<file path="src/rtl/ped_crossing_ctrl.sv">
// Pedestrian crossing controller slaved to the north-south light phase.
// Grants a WALK/flashing DON'T WALK sequence at NS green entry when a request
// is already latched; any loss of green or an illegal phase forces DON'T WALK.
module ped_crossing_ctrl #(
  parameter int WALK_CYCLES  = 3,
  parameter int FLASH_CYCLES = 3
) (
  input  logic       clk,
  input  logic       reset,
  input  logic [1:0] light_ns,
  input  logic       ped_req,
  output logic       walk,
  output logic       flash,
  output logic       dont_walk,
  output logic [3:0] countdown,
  output logic       req_pending,
  output logic       aborted,
  output logic       fault
);

  typedef enum logic [1:0] {
    S_DONT_WALK = 2'd0,
    S_WALK      = 2'd1,
    S_FLASH     = 2'd2
  } state_t;

  localparam logic [1:0] L_GREEN   = 2'b01;
  localparam logic [1:0] L_ILLEGAL = 2'b11;
  localparam logic [3:0] WALK_LAST  = 4'(WALK_CYCLES - 1);
  localparam logic [3:0] FLASH_INIT = 4'(FLASH_CYCLES);

  state_t     state_q, state_d;
  logic [1:0] light_prev_q, light_prev_d;
  logic       req_prev_q, req_prev_d;
  logic       req_pending_q, req_pending_d;
  logic [3:0] walk_cnt_q, walk_cnt_d;
  logic [3:0] countdown_q, countdown_d;
  logic       aborted_q, aborted_d;
  logic       fault_q, fault_d;

  logic req_rise;
  logic green_entry;
  logic in_walk_or_flash;

  assign req_rise         = ped_req & ~req_prev_q;
  assign green_entry      = (light_ns == L_GREEN) && (light_prev_q != L_GREEN);
  assign in_walk_or_flash = (state_q == S_WALK) || (state_q == S_FLASH);

  // Next-state, request latch, countdown and safety overrides
  always_comb begin
    state_d       = state_q;
    light_prev_d  = light_ns;
    req_prev_d    = ped_req;
    req_pending_d = req_pending_q | req_rise;
    walk_cnt_d    = walk_cnt_q;
    countdown_d   = countdown_q;
    aborted_d     = 1'b0;
    fault_d       = fault_q | (light_ns == L_ILLEGAL);

    unique case (state_q)
      S_DONT_WALK: begin
        // Only a request registered before this green is served now;
        // a coincident rising edge keeps the latch set for the next green.
        if (green_entry && req_pending_q && !fault_q) begin
          state_d    = S_WALK;
          walk_cnt_d = '0;
          if (!req_rise) req_pending_d = 1'b0;
        end
      end
      S_WALK: begin
        if (walk_cnt_q == WALK_LAST) begin
          state_d     = S_FLASH;
          countdown_d = FLASH_INIT;
        end else begin
          walk_cnt_d = walk_cnt_q + 4'd1;
        end
      end
      S_FLASH: begin
        if (countdown_q == 4'd1) begin
          state_d     = S_DONT_WALK;
          countdown_d = '0;
        end else begin
          countdown_d = countdown_q - 4'd1;
        end
      end
      default: begin
        state_d     = S_DONT_WALK;
        countdown_d = '0;
      end
    endcase

    // Losing green while pedestrians may be in the crosswalk cuts the phase short.
    if (in_walk_or_flash && (light_ns != L_GREEN)) begin
      state_d     = S_DONT_WALK;
      countdown_d = '0;
      aborted_d   = 1'b1;
    end

    // An illegal phase (now or earlier) pins the crossing to DON'T WALK.
    if (fault_d) begin
      state_d     = S_DONT_WALK;
      countdown_d = '0;
    end
  end

  // State and output registers
  always_ff @(posedge clk or posedge reset) begin
    if (reset) begin
      state_q       <= S_DONT_WALK;
      light_prev_q  <= 2'b00;
      req_prev_q    <= 1'b0;
      req_pending_q <= 1'b0;
      walk_cnt_q    <= '0;
      countdown_q   <= '0;
      aborted_q     <= 1'b0;
      fault_q       <= 1'b0;
    end else begin
      state_q       <= state_d;
      light_prev_q  <= light_prev_d;
      req_prev_q    <= req_prev_d;
      req_pending_q <= req_pending_d;
      walk_cnt_q    <= walk_cnt_d;
      countdown_q   <= countdown_d;
      aborted_q     <= aborted_d;
      fault_q       <= fault_d;
    end
  end

  assign walk        = (state_q == S_WALK);
  assign flash       = (state_q == S_FLASH);
  assign dont_walk   = (state_q == S_DONT_WALK);
  assign countdown   = countdown_q;
  assign req_pending = req_pending_q;
  assign aborted     = aborted_q;
  assign fault       = fault_q;

endmodule
</file>
<file path="config.mk">
export PLATFORM = sky130hd
export DESIGN_NAME = ped_crossing_ctrl
export DESIGN_NICKNAME = d
export VERILOG_FILES = /design/src/rtl/ped_crossing_ctrl.sv
export SDC_FILE = /design/constraint.sdc
export NUM_CORES = 1
export LEC_CHECK = 0
export ABC_CLOCK_PERIOD_IN_PS = 3100
export CELL_PAD_IN_SITES_DETAIL_PLACEMENT = 1
export CELL_PAD_IN_SITES_GLOBAL_PLACEMENT = 1
export CORE_ASPECT_RATIO = 1.25
export CORE_UTILIZATION = 50
export DETAILED_ROUTE_END_ITERATION = 7
export DONT_BUFFER_PORTS = 1
export PLACE_DENSITY = 0.88
export SYNTH_ARGS = -nofsm -noshare
export SYNTH_HDL_FRONTEND = slang
export SYNTH_SLANG_ARGS = --single-unit
export TNS_END_PERCENT = 5
</file>
<file path="constraint.sdc">
create_clock -name clk -period 3.1 [get_ports clk]
set_input_delay 0.465 -clock clk [delete_from_list [all_inputs] [get_ports clk]]
set_output_delay 0.465 -clock clk [all_outputs]
set_load 0.1 [all_outputs]
</file>
* After elaboration in Yosys (flattened, before gate mapping)
Index checks and enable logic that the tools add are counted.
Storage, ports and cells: flip-flop bits (word level) 16, bits of input ports 5, output and inout bits 10, logic and storage cells 57
Operators by class: add/sub/neg operators 2, eq/ne operators 14, mux-type cells 18, bitwise operators 4, reductions and logical operators 11
Operators by type and width (count):
- 2-to-1 mux 4 bit | 6
- != test 4 x 1 -> 1 bit, second input constant | 3
- one-hot mux 4 bit (3 select lines) | 1
- 2-to-1 mux 2 bit | 5
- one-hot mux 4 bit (2 select lines) | 1
- != test 2 x 1 -> 1 bit, second input constant | 3
- one-hot mux 2 bit (3 select lines) | 1
- AND reduction 3 bit | 2
- adder 4 x 1 -> 4 bit, second input constant | 1
- equality test 2 x 1 -> 1 bit, second input constant | 2
- equality test 2 bit, second input constant | 2
- equality test 4 x 1 -> 1 bit, second input constant | 1
- equality test 4 x 2 -> 1 bit, second input constant | 1
- logical AND 1 bit | 4
- 2-to-1 mux 1 bit | 4
- subtractor 4 x 1 -> 4 bit, second input constant | 1
- != test 3 x 1 -> 1 bit, second input constant | 1
- logical NOT 2 bit | 1
- != test 2 bit, second input constant | 1
- OR 1 bit | 2
- AND reduction 2 bit | 1
- nonzero test 2 bit | 1
- bitwise AND 1 bit | 1
- logical NOT 1 bit | 1
- 2 further kinds | 2

* Longest topological paths before layout
Gate-level depths: netlist of the first run.
depth in word-level cells 8, depth in mapped cells 6

* Least setup slack after synthesis of the first run
No wires, ideal clock.
path kind register -> register, from register state_q[0], to register state_q[0], setup time 0.079 ns, arrival time 2.292 ns, required time 3.021 ns, slack 0.729 ns, cell stages (with the launch flop) 7, buffers on the path 0, cells stage by stage dfrtp_1 > inv_1 > ha_1 > inv_1 > a31o_2 > a31oi_1 > mux2i_1
Between the ends: elaborated cells between the ends (all ways) 12, classes of those cells 5 x eq/ne; 3 x mux; 4 x reduce/logical
RTL lines:
- start, declared | line 32 | state_t state_q, state_d;
- start signal, assigned | line 118 | state_q <= state_d;
- logical NOT 2 bit *
- via dont_walk | line 14 | output logic dont_walk,
- one-hot mux 2 bit (3 select lines) | line 60 | unique case (state_q)
- 2-to-1 mux 2 bit | line 93 | if (in_walk_or_flash && (light_ns != L_GREEN)) begin
- 2-to-1 mux 2 bit | line 100 | if (fault_d) begin
Mark *: on every way through the listed nets, which the timed path passes. The rest lies on a longest branch. A chain may end at the register's enable or synchronous reset.

* Worst setup path in the final report of the first run
from register state_q[1], to register state_q[0]
Between the ends: cells in the longest elaborated chain, start to end 5, elaborated cells between the ends (all ways) 12, classes of those cells 5 x eq/ne; 3 x mux; 4 x reduce/logical
Ends and longest elaborated chain:
- equality test 2 x 1 -> 1 bit or equality test 2 bit (tied branches) | line 47, 60
- logical OR 1 bit | line 47 | assign in_walk_or_flash = (state_q == S_WALK) || (state_q == S_FLASH);
- logical AND 1 bit | line 93
- != test 4 x 1 -> 1 bit (no line) or 2-to-1 mux 2 bit (tied branches)
- AND reduction 3 bit (no line) or 2-to-1 mux 2 bit (tied branches)
Several ways; a longest one is shown, not always the timed one.

==> results.txt, run 1 <==
- Status: complete, no violations
- Deepest clock path buffer count: 2
* Proportion of netlist area held by the largest area contributor: 0.413
- The largest single stage delay on the critical path is 0.42 ns.
- Fraction of registers with async set or reset after synthesis: 1.00
- Type of the worst min-delay path: input pin to async pin
* Internal power: 0.304 mW
* Overall die width: 41.4 um
* Post-placement setup slack: 1.04 ns
* Resized Gates After CTS: 0
- The share of total power dissipated in combinational logic is 0.097.
* Via density per instance: 6.31
* Final RePlAce weighted congestion: 0.818
* Type of the setup path with the least slack: flip-flop to flip-flop
- Nets in the synthesized netlist: 108
- Total Power Consumption: 0.394 mW
* Worst hold slack: 0.141 ns
* Std cell rows: 17
* Fmax achieved: 482 MHz
- Placeable core region: 1790 um^2
* CTS Hold Buffers Added: 0
* Top_reg_cell synth: sky130_fd_sc_hd__dfrtp_1
* Proportion of layout cells with a drive suffix above 1: 0.190
* Area added between synthesis and finish: 10.8%
- The synthesized design spends more area on one cell type than any other, namely sky130_fd_sc_hd__dfrtp_1.
- Total of max-cap violations: 0
- The commonest cells after synthesis are 16 x sky130_fd_sc_hd__dfrtp_1, 13 x sky130_fd_sc_hd__inv_1, 8 x sky130_fd_sc_hd__ha_1.
- Setup repair after global routing left no endpoint under its margin.
- The worst setup path is captured at a flip-flop.
* Worst path required time: 3.30 ns
- Total detailed-routing wirelength: 2210 um
- Antenna Cells: 0
* Deepest level of the CTS H-tree: 1
* Net switching power of the design: 0.0899 mW
- Biggest area contributors in the synthesized netlist: sky130_fd_sc_hd__dfrtp_1 41%, sky130_fd_sc_hd__ha_1 10%, sky130_fd_sc_hd__inv_1 5.0%, sky130_fd_sc_hd__mux2i_1 4.1%, sky130_fd_sc_hd__nor3b_2 3.9%
- Slowest cell on the critical path: sky130_fd_sc_hd__dfrtp_1
* Max-slew violation total from the final report: 0
- Traced cell by cell, the critical path runs through inv_1 -> ha_1 -> buf_4 -> inv_1 -> a31o_2 -> a31oi_1 -> mux2i_1.
- Mapped cell area: 970 um^2
- Number of DRC markers in iteration 0: 36
- Fill cells in the final layout number 196.
- CTS buffer count: 3
- Total routing usage reported by global routing: 0.249
- Worst r2r src: state_q[1]$_DFFE_PP0P_
- Maximum number of pins on one net before global-route repair: 17
- 1st-pass router iterations: 4
- Number of cells traversed by the worst register-to-register path: 7
- Buffers added to address setup during post-CTS repair amount to 0.
- Number of synthesized flops with an enable pin: 0
* Data arrival time of the critical path: 2.28 ns
- The first global-routing pass estimated 3660 um of wire.
- The cell count after synthesis came out at 95.
* Average routed wire per standard cell: 17.8 um
- Worst slew pin tran: 1.01 ns
- Clk_skew: 0.000667 ns
- STA classifies the critical path startpoint as a flip-flop.
* Pwr Density: 366 nW/um^2
- Initial antenna violation count: 0
- Across all setup checks in the final design, the least slack found is 1.02 ns.
- Tracing the worst setup path back leads to its startpoint at state_q[1]$_DFFE_PP0P_.
- Clock latency on the worst-skew pair: 0.27 ns
* Worst R2R Setup Slack: 1.02 ns
- Among all cell types in the netlist, the one instantiated most often is sky130_fd_sc_hd__dfrtp_1.
* Number of failing hold endpoints at the final stage: 0
- Residual DRC: 0
* Number of sinks driven by the clock tree: 16
- Yosys cell types: 36
* Clock-pin slew on the worst setup and hold paths: 0.09 ns
- Master cell of the clock root buffer: sky130_fd_sc_hd__clkbuf_4
* Seq/Total Area, Yosys: 0.413
- Initial core utilization: 0.543
- Of the total power, the clock network draws 0.342.
* Worst VDD drop: 0.354 mV
* Final critical-path required period: 2.08 ns
- Die height: 51.2 um
* Cell occurring most often along the worst timing path: sky130_fd_sc_hd__inv_1
- CTS tree: built
- Vias: 782
* Mapped Avg Cell Area: 10.2 um^2
- Of the total power, the share spent switching nets is 0.228.
- Count of endpoints failing setup in the final report: 0
* Global route overflow: 0
- In the final timing run, aggregate negative setup slack is 0 ns.
- Yosys printed 0 warnings.
- The via count of the first global-routing pass was 821.
* Count of antenna-violating nets left after detailed routing: 0
* Critical Path Fanout Max: 7
- Port buffering added 0 buffers.
* Headroom to the max-slew limit: 0.323
- The net count of the finished layout is 119.
- Register bit count reported by yosys: 16
- In the finished design, the share of the clock period the worst path needs comes to 0.670.
* Total half-perimeter wirelength after legalization and detailed placement: 1760 um
- Top-Level Pins: 15
- Total die area: 2120 um^2
* Share of power burned in registers: 0.561
* Leak Pwr: 0.489 nW
## layout make-up
type	count	area (um^2)	area share
Timing Repair Buffer	6	45.0	0.0419
Clock buffer	4	36.3	0.0338
Multi-Input combinational cell	65	517	0.481
Sequential cell	16	400	0.373
Tap cell	19	23.8	0.0221
Inverter	14	52.6	0.0489
## cells in the final DEF, fill, tap and decap left out, drive strengths merged, types with 2 or more instances in the layout
cell | netlist | layout
and3 | 2 | 2
a21oi | 6 | 6
a31oi | 2 | 2
ha | 8 | 8
nand3 | 7 | 7
buf | 0 | 6
nand2 | 5 | 5
clkbuf | 0 | 4
or3b | 2 | 2
o22ai | 2 | 2
o21ai | 5 | 5
nor3b | 4 | 4
inv | 14 | 14
dfrtp | 16 | 16
mux2i | 4 | 4
nand2b | 2 | 2
## per-stage QoR
step	instances	cell area, um^2	utilization
floorplan	95	970	-
global placement	120	1040	0.581
detailed placement	120	1040	0.581
CTS	124	1070	0.602
global route	124	1070	0.602
finish	124	1070	0.602
## final timing paths
check / to
max reg2reg: state_q[0]$_DFFE_PP0P_
min: light_prev_q[1]$_DFF_PP0_
min in group clk: light_prev_q[1]$_DFF_PP0_
max: state_q[0]$_DFFE_PP0P_
max in group asynchronous: walk_cnt_q[2]$_DFFE_PP0P_
min reg2reg: req_pending$_DFF_PP0_
## flip-flops by register name (all words and copies together) (netlist names)
signal,cells
aborted,1
countdown,4
fault,1
light_prev_q,2
req_pending,1
req_prev_q,1
state_q,2
walk_cnt_q,4
## power by group through the flow
stage	sequential [mW]	clock (mW)	combinational (mW)
after global placement	0.225	0	0.0361
after floorplan	0.224	0	0.0315
after CTS	0.221	0.138	0.0386
after detailed placement	0.225	0	0.0384
after global routing	0.222	0.149	0.0433
final	0.221	0.135	0.0381
## critical path: cells and delay by family (launching register included)
kind	cells	cell delay, ns
buffers and inverters	3	0.64
flip-flops	1	0.42
adder cells (fa/ha/maj)	1	0.16
AO/OA/AOI/OAI	2	0.55
multiplexers	1	0.22
## routing by layer
metal  global-route usage  routed length [um]
met1                0.314                 891
met2                0.443                1210
met3               0.0304                  88
met4               0.0323                  21
met5                    0                   0
## cell families (layout without fill, tap and decap cells)
| kind of cell | Yosys count | count (layout) | synth area share |
|---|---|---|---|
| simple gates | 27 | 27 | 0.190 |
| compound gates | 25 | 25 | 0.183 |
| flops | 16 | 16 | 0.413 |
| buf+inv | 14 | 24 | 0.0542 |
| fa+ha+maj | 8 | 8 | 0.103 |
| mux | 5 | 5 | 0.0568 |
Note: power is estimated with default switching activity, not from simulation.
==> run 2, diff against run 1 <==
- ABC_CLOCK_PERIOD_IN_PS: 3100 -> 2100
- CORE_UTILIZATION: 50 -> 47
- PLACE_DENSITY: 0.88 -> 0.84
- clock period: 3.1 -> 2.1 ns (I/O delays scaled with it)
==> results.txt, run 2 (synthesis results as in run 1) <==
- Total routing usage reported by global routing: 0.239 (-0.00987)
- The number of placed instances, taps included was 125 (+4.2%).
- The sequential cell area is 400 um^2 (unchanged).
* Cell-by-cell trace of the critical path: inv_1 -> ha_2 -> buf_4
- Leading cell types in the layout, fill and taps excluded: 16 x sky130_fd_sc_hd__dfrtp_1, 13 x sky130_fd_sc_hd__inv_1, 10 x sky130_fd_sc_hd__buf_4, 7 x sky130_fd_sc_hd__nand3_1, 6 x sky130_fd_sc_hd__ha_1
- The number of buffers created by CTS was 3 (unchanged).
- Final design utilization: 0.565 (-0.0364)
- The total negative setup slack was 0 ns (unchanged).
- The leakage component of the power is 0.505 nW (+3.2%).
- Global-route wire length before repair: 3950 um (+8.1%)
- CTS Hold Buffers Added: 1 (+1)
- Deepest clock path buffer count: 2 (unchanged)
- The clock skew came to 0.000992 ns (+0.000325 ns).
- Number of global-route vias before repair: 871 (+6.1%)
* Total die area: 2250 um^2 (+6.1%)
* Endpoint of the worst hold-timing path: req_prev_q$_DFF_PP0_
* Total area of multi-input combinational cells: 522 um^2 (+0.97%)
- Dividing the final minimum period by the clock period gives 0.855.
* Total of max-cap violations: 0 (unchanged)
- Area added between synthesis and finish: 14.2%
* Initial core utilization: 0.495 (-0.0478)
- Data arrival time of the critical path: 1.48 ns (-0.80 ns)
- The largest fanout of any net on the critical path was 9 (+2).
* Antenna Cells: 0 (unchanged)
- The number of pins with negative max-slew slack in the final report was 0 (unchanged).
* Total half-perimeter wirelength after legalization and detailed placement: 1800 um (+2.0%)
- Type of the worst min-delay path: input pin to flip-flop
- The number of gates given a new drive strength after cts came to 0 (unchanged).
- Status: complete, no violations
- The final wirelength is 2330 um (+5.7%).
- Number of nets in the layout: 124 (+4.2%)
- Top-Level Pins: 15 (unchanged)
* Setup repair after global routing missed its margin: false
- The violation count after the first detailed-routing iteration is 12 (-67%).
- The site row count came to 18 (+1).
* 1st-pass router iterations: 4 (unchanged)
- The initial antenna violation count was 0 (unchanged).
* Number of buffers added on ports: 0 (unchanged)
- Clock-pin slew on the worst setup and hold paths: 0.09 ns (about the same)
- Most common cell after layout, fill and taps aside: sky130_fd_sc_hd__dfrtp_1
- Placeable core region: 1960 um^2 (+9.7%)
- Non-filler cells, final: 129 (+4.0%)
* Total Power Consumption: 0.545 mW (+38%)
* Global route overflow: 0 (unchanged)
- Master cell of the clock root buffer: sky130_fd_sc_hd__clkbuf_4
- The final hold violation count is 0 (unchanged).
- The clock latency on the worst-skew pair came to 0.28 ns (about the same).
- Pwr Density: 492 nW/um^2 (+34%)
* Post-placement setup slack: 0.388 ns (-0.655 ns)
- Worst slew pin tran: 0.610 ns (-0.405 ns)
- Average routed wire per standard cell: 18.1 um (+1.6%)
- The maximum ir drop on the vdd rail was 0.383 mV (+8.4%).
- The least setup slack across all paths after layout came to 0.305 ns (-0.719 ns).
* Worst r2r src: state_q[1]$_DFFE_PP0P_
- The minimum setup slack among reg-to-reg paths was 0.38 ns (-0.64 ns).
* Worst Min Path Start: ped_req
* Residual DRC: 0 (unchanged)
- Deepest level of the CTS H-tree: 1 (unchanged)
* Number of cells traversed by the worst register-to-register path: 6 (-1)
* Maximum number of pins on one net before global-route repair: 17 (unchanged)
- Critical Path Max Stage Delay: 0.41 ns (about the same)
- Hold path cells: 0
- The headroom to the max-slew limit is 0.593 (+0.269).
- Die height: 52.8 um (+3.0%)
* Crit Reg-Reg Endpoint: countdown[3]$_DFFE_PP0P_
* Number of sinks driven by the clock tree: 16 (unchanged)
* Count of endpoints failing setup in the final report: 0 (unchanged)
- The via density per instance was 6.09 (-3.5%).
* Worst path required time: 1.78 ns (-1.52 ns)
- Worst Setup Start Kind: flip-flop
- The final estimated routing congestion in global placement came to 0.833 (+1.9%).
* Number of fillers in the final layout: 225 (+15%)
- The x dimension of the die was 42.6 um (+3.0%).
- STA classifies the critical path endpoint as a primary output.
* Slowest cell on the critical path: sky130_fd_sc_hd__dfrtp_1
- The number of post-CTS setup repair buffers is 0 (unchanged).
- The smallest clock period supported by the final layout is computed as 1.80 ns.
* CTS tree: built
- Fmax achieved: 557 MHz
* Type of the setup path with the least slack: flip-flop to primary output
- Proportion of layout cells with a drive suffix above 1: 0.229 (+0.0389)
- Count of antenna-violating nets left after detailed routing: 0 (unchanged)
* Vias: 785 (+0.38%)
run 2: cell count changes in the layout (fill, tap and decap cells not counted):
cell | previous run | this run
sky130_fd_sc_hd__buf_4 | 6 | 10
sky130_fd_sc_hd__clkbuf_8 | 1 | 0
sky130_fd_sc_hd__dlygate4sd3_1 | 0 | 1
sky130_fd_sc_hd__ha_1 | 8 | 6
sky130_fd_sc_hd__ha_2 | 0 | 2
run 2: per-layer routing:
layer	wire, um	up-vias	part of all wire	GRT usage
li1	-	369	-	-
met1	941	398	0.40	0.255
met2	1300	12	0.56	0.447
met3	40	6	0.017	0.0276
met4	48	0	0.021	0.135
met5	0	-	0	0
run 2: worst max-delay path by stage:
stage | from | end | slack, ns | depth (start not counted)
floorplan | countdown[1]$_DFFE_PP0P_ | countdown[0]$_DFFE_PP0P_ | -0.08 | 6
global placement | state_q[1]$_DFFE_PP0P_ | countdown[3]$_DFFE_PP0P_ | 0.43 | 6
detailed placement | walk_cnt_q[0]$_DFFE_PP0P_ | countdown[0]$_DFFE_PP0P_ | 0.39 | 6
CTS | state_q[1]$_DFFE_PP0P_ | walk | 0.29 | 3
global route | state_q[1]$_DFFE_PP0P_ | countdown[3]$_DFFE_PP0P_ | 0.23 | 6
finish | state_q[1]$_DFFE_PP0P_ | walk | 0.30 | 3
run 2: cell type report:
type,instances,area share
repair buffers,11,0.0768
multi-input cells,65,0.471
inverters,14,0.0475
clock buffers,3,0.0203
flip-flops and latches,16,0.362
well taps,20,0.0226
run 2: report_power, final:
part           switching [mW]  internal, mW
registers             0.00971         0.317
logic                  0.0315        0.0266
clock network          0.0932        0.0667
run 2: worst max-delay path, delay by kind of cell, from the launching register on:
kind / cells / cell delay [ns]
flip-flops: 1 / 0.41
adder cells (fa/ha/maj): 1 / 0.33
buffers and inverters: 2 / 0.46
run 2: metrics by stage:
step                      area (um^2)  hold slack (ns)
after floorplan                   975            0.229
after global placement           1070            0.304
after detailed placement         1070            0.313
after CTS                        1110           0.0446
after global routing             1110           0.0319
final                            1110           0.0485
==> run 3, diff against run 2 <==
--- a/config.mk
+++ b/config.mk
@@ -11,6 +11,6 @@
 export CORE_ASPECT_RATIO = 1.25
-export CORE_UTILIZATION = 47
+export CORE_UTILIZATION = 40
 export DETAILED_ROUTE_END_ITERATION = 7
 export DONT_BUFFER_PORTS = 1
-export PLACE_DENSITY = 0.84
+export PLACE_DENSITY = 0.74
 export SYNTH_ARGS = -nofsm -noshare
--- a/constraint.sdc
+++ b/constraint.sdc
@@ -3,2 +3,2 @@
 set_output_delay 0.315 -clock clk [all_outputs]
-set_load 0.1 [all_outputs]
+set_load 0.005 [all_outputs]
==> results.txt, run 3 (synthesis results as in run 1) <==
- Status: complete, no violations
* Fraction of the cycle the final worst path needs: 0.864 (+0.00908)
* Top-Level Pins: 15 (unchanged)
- Die height: 57.1 um (+8.1%)
* Worst r2r src: state_q[1]$_DFFE_PP0P_
- Crit Reg-Reg Endpoint: state_q[0]$_DFFE_PP0P_
- The largest individual stage delay along the critical path comes from the cell sky130_fd_sc_hd__dfrtp_1.
* Setup repair after global routing missed its margin: false
* Area added between synthesis and finish: 9.55%
* Instance area at placement: 1020 um^2 (-5.5%)
- The clock skew is 0.00695 ns (+0.00595 ns).
* Number of DRC markers in iteration 0: 25 (+13)
- Worst slew pin tran: 0.609 ns (-0.000936 ns)
* Global-route wire length before repair: 3590 um (-9.2%)
- Type of the setup path with the least slack: flip-flop to flip-flop
- TritonCTS built the clock tree.
- Number of sinks driven by the clock tree: 16 (unchanged)
- The clock latency on the worst-skew pair came to 0.28 ns (about the same).
* Total routing usage reported by global routing: 0.188 (-0.0512)
- STA classifies the critical path endpoint as a flip-flop.
* Count of endpoints failing setup in the final report: 0 (unchanged)
* Vias: 740 (-5.7%)
- Total half-perimeter wirelength after legalization and detailed placement: 1610 um (-11%)
- The critical path's largest stage delay is 0.42 ns (about the same).
- The via count of the first global-routing pass came to 788 (-9.5%).
- The largest fanout of any net on the critical path was 7 (-2).
* Global route overflow: 0 (unchanged)
- The critical path starts at state_q[1]$_DFFE_PP0P_.
* Maximum number of pins on one net before global-route repair: 17 (unchanged)
- The number of gates given a new drive strength after cts came to 0 (unchanged).
* Antenna Cells: 0 (unchanged)
* Number of cells traversed by the worst register-to-register path: 6 (unchanged)
* Type of the worst min-delay path: input pin to flip-flop
- The worst setup path is launched from a flip-flop.
- Buffers inserted by post-CTS timing repair: 0 (unchanged)
* Headroom to the max-slew limit: 0.593 (+0.000624)
- The level count of the clock H-tree was 1 (unchanged).
* 1st-pass router iterations: 4 (unchanged)
- Final critical-path required period: 1.81 ns (+0.0191 ns)
* Worst R2R Setup Slack: 0.29 ns (-0.09 ns)
- The final wirelength is 2110 um (-9.4%).
- Overall die width: 46.0 um (+8.0%)
- The worst hold path depth was 0 (unchanged).
* Pwr Density: 548 nW/um^2 (+11%)
* Worst VDD drop: 0.403 mV (+5.2%)
- Number of nets in the layout: 115 (-7.3%)
- Via density per instance: 5.61 (-7.9%)
- Worst path required time: 2.31 ns (+0.53 ns)
- The remaining antenna violation count is 0 (unchanged).
- The utilization after layout is 0.475 (-0.0898).
* Post-route worst setup slack: 0.285 ns (-0.0191 ns)
- The number of pins with negative max-slew slack in the final report is 0 (unchanged).
- Number of buffers added on ports: 0 (unchanged)
- The overall power after layout came to 0.582 mW (+6.7%).
* Deepest clock path buffer count: 2 (unchanged)
* Final-layout setup total negative slack: 0 ns (unchanged)
* Area of all placed cells without fillers: 1060 um^2 (-4.1%)
- The number of remaining DRC errors came to 0 (unchanged).
- The clock transition at the registers of the reported paths was 0.09 ns (about the same).
* Cell-by-cell trace of the critical path: inv_1 -> ha_1 -> inv_1 -> a31o_2 -> a31oi_1 -> mux2i_1
- The number of buffers created by CTS was 3 (unchanged).
- The final hold violation count was 0 (unchanged).
- The number of violations of the max-capacitance limit was 0 (unchanged).
* Total die area: 2630 um^2 (+17%)
- The startpoint identified for the worst hold timing path is light_ns[0].
- The final estimated routing congestion in global placement came to 0.840 (+0.77%).
* Leak Pwr: 0.469 nW (-7.1%)
* Endpoint of the worst hold-timing path: light_prev_q[0]$_DFF_PP0_
- Average routed wire per standard cell: 16.0 um (-11%)
* Leading cell types in the layout, fill and taps excluded: 16 x sky130_fd_sc_hd__dfrtp_1, 13 x sky130_fd_sc_hd__inv_1, 8 x sky130_fd_sc_hd__ha_1, 7 x sky130_fd_sc_hd__nand3_1, 5 x sky130_fd_sc_hd__a21oi_1
* Master cell of the clock root buffer: sky130_fd_sc_hd__clkbuf_4
- Data arrival time of the critical path: 2.03 ns (+0.55 ns)
- The library cell used most frequently in the layout, excluding fill and tap cells, is sky130_fd_sc_hd__dfrtp_1.
- Initial core utilization: 0.434 (-0.0610)
* Post-placement setup slack: 0.312 ns (-0.0759 ns)
- The number of fillers in the final layout is 275 (+22%).
- Placeable core region: 2230 um^2 (+14%)
* Cell occurring most often along the worst timing path: sky130_fd_sc_hd__inv_1
* Proportion of layout cells with a drive suffix above 1: 0.149 (-0.0808)
- Std cell rows: 19 (+1)
- Fmax achieved: 551 MHz (-1.1%)
- The initial antenna violation count came to 0 (unchanged).
- The number of hold buffers added after CTS is 1 (unchanged).
## run 3: cell types whose count changed in the layout (fill, tap and decap cells not counted)
cell / before / now
sky130_fd_sc_hd__clkbuf_8: 0 / 1
sky130_fd_sc_hd__ha_2: 2 / 0
sky130_fd_sc_hd__ha_1: 6 / 8
sky130_fd_sc_hd__buf_4: 10 / 1
## run 3: stage by stage
step | instances | hold slack [ns]
3_3_place_gp | 127 | 0.306
6_report | 132 | 0.0467
5_1_grt | 132 | 0.0262
3_5_place_dp | 127 | 0.308
2_1_floorplan | 95 | 0.229
4_1_cts | 132 | 0.0362
## run 3: power by group
part           internal [mW]  total [mW]  switching, mW
Clock                  0.106       0.200         0.0942
Combinational         0.0263      0.0549         0.0286
Sequential             0.317       0.327        0.00968
## run 3: area by class of cell
class	count	area (um^2)	share of cell area
multi-input combinational	65	517	0.486
timing repair buffer	2	17.5	0.0165
inverter	14	52.6	0.0495
tap	31	38.8	0.0365
sequential	16	400	0.377
clock buffer	4	36.3	0.0342
## run 3: routing by layer
layer,part of all wire,global-route usage,up-vias
met4,0.015,0.0882,0
met1,0.45,0.247,371
met5,0,0,-
li1,-,-,356
met2,0.51,0.300,9
met3,0.020,0.0222,4
## run 3: worst max-delay path by stage
stage	endpoint	slack (ns)	cells after the start
2_1_floorplan	countdown[0]$_DFFE_PP0P_	0.50	6
3_3_place_gp	state_q[0]$_DFFE_PP0P_	0.32	6
3_5_place_dp	state_q[0]$_DFFE_PP0P_	0.31	6
4_1_cts	state_q[0]$_DFFE_PP0P_	0.29	6
5_1_grt	state_q[0]$_DFFE_PP0P_	0.16	6
6_report	state_q[0]$_DFFE_PP0P_	0.29	6
## run 3: worst max-delay path: cells and delay by family, from the launching register on
family / cells / cell delay, ns
flip-flops: 1 / 0.42
AO/OA/AOI/OAI: 2 / 0.53
buffers and inverters: 2 / 0.28
adder cells (fa/ha/maj): 1 / 0.31
multiplexers: 1 / 0.21
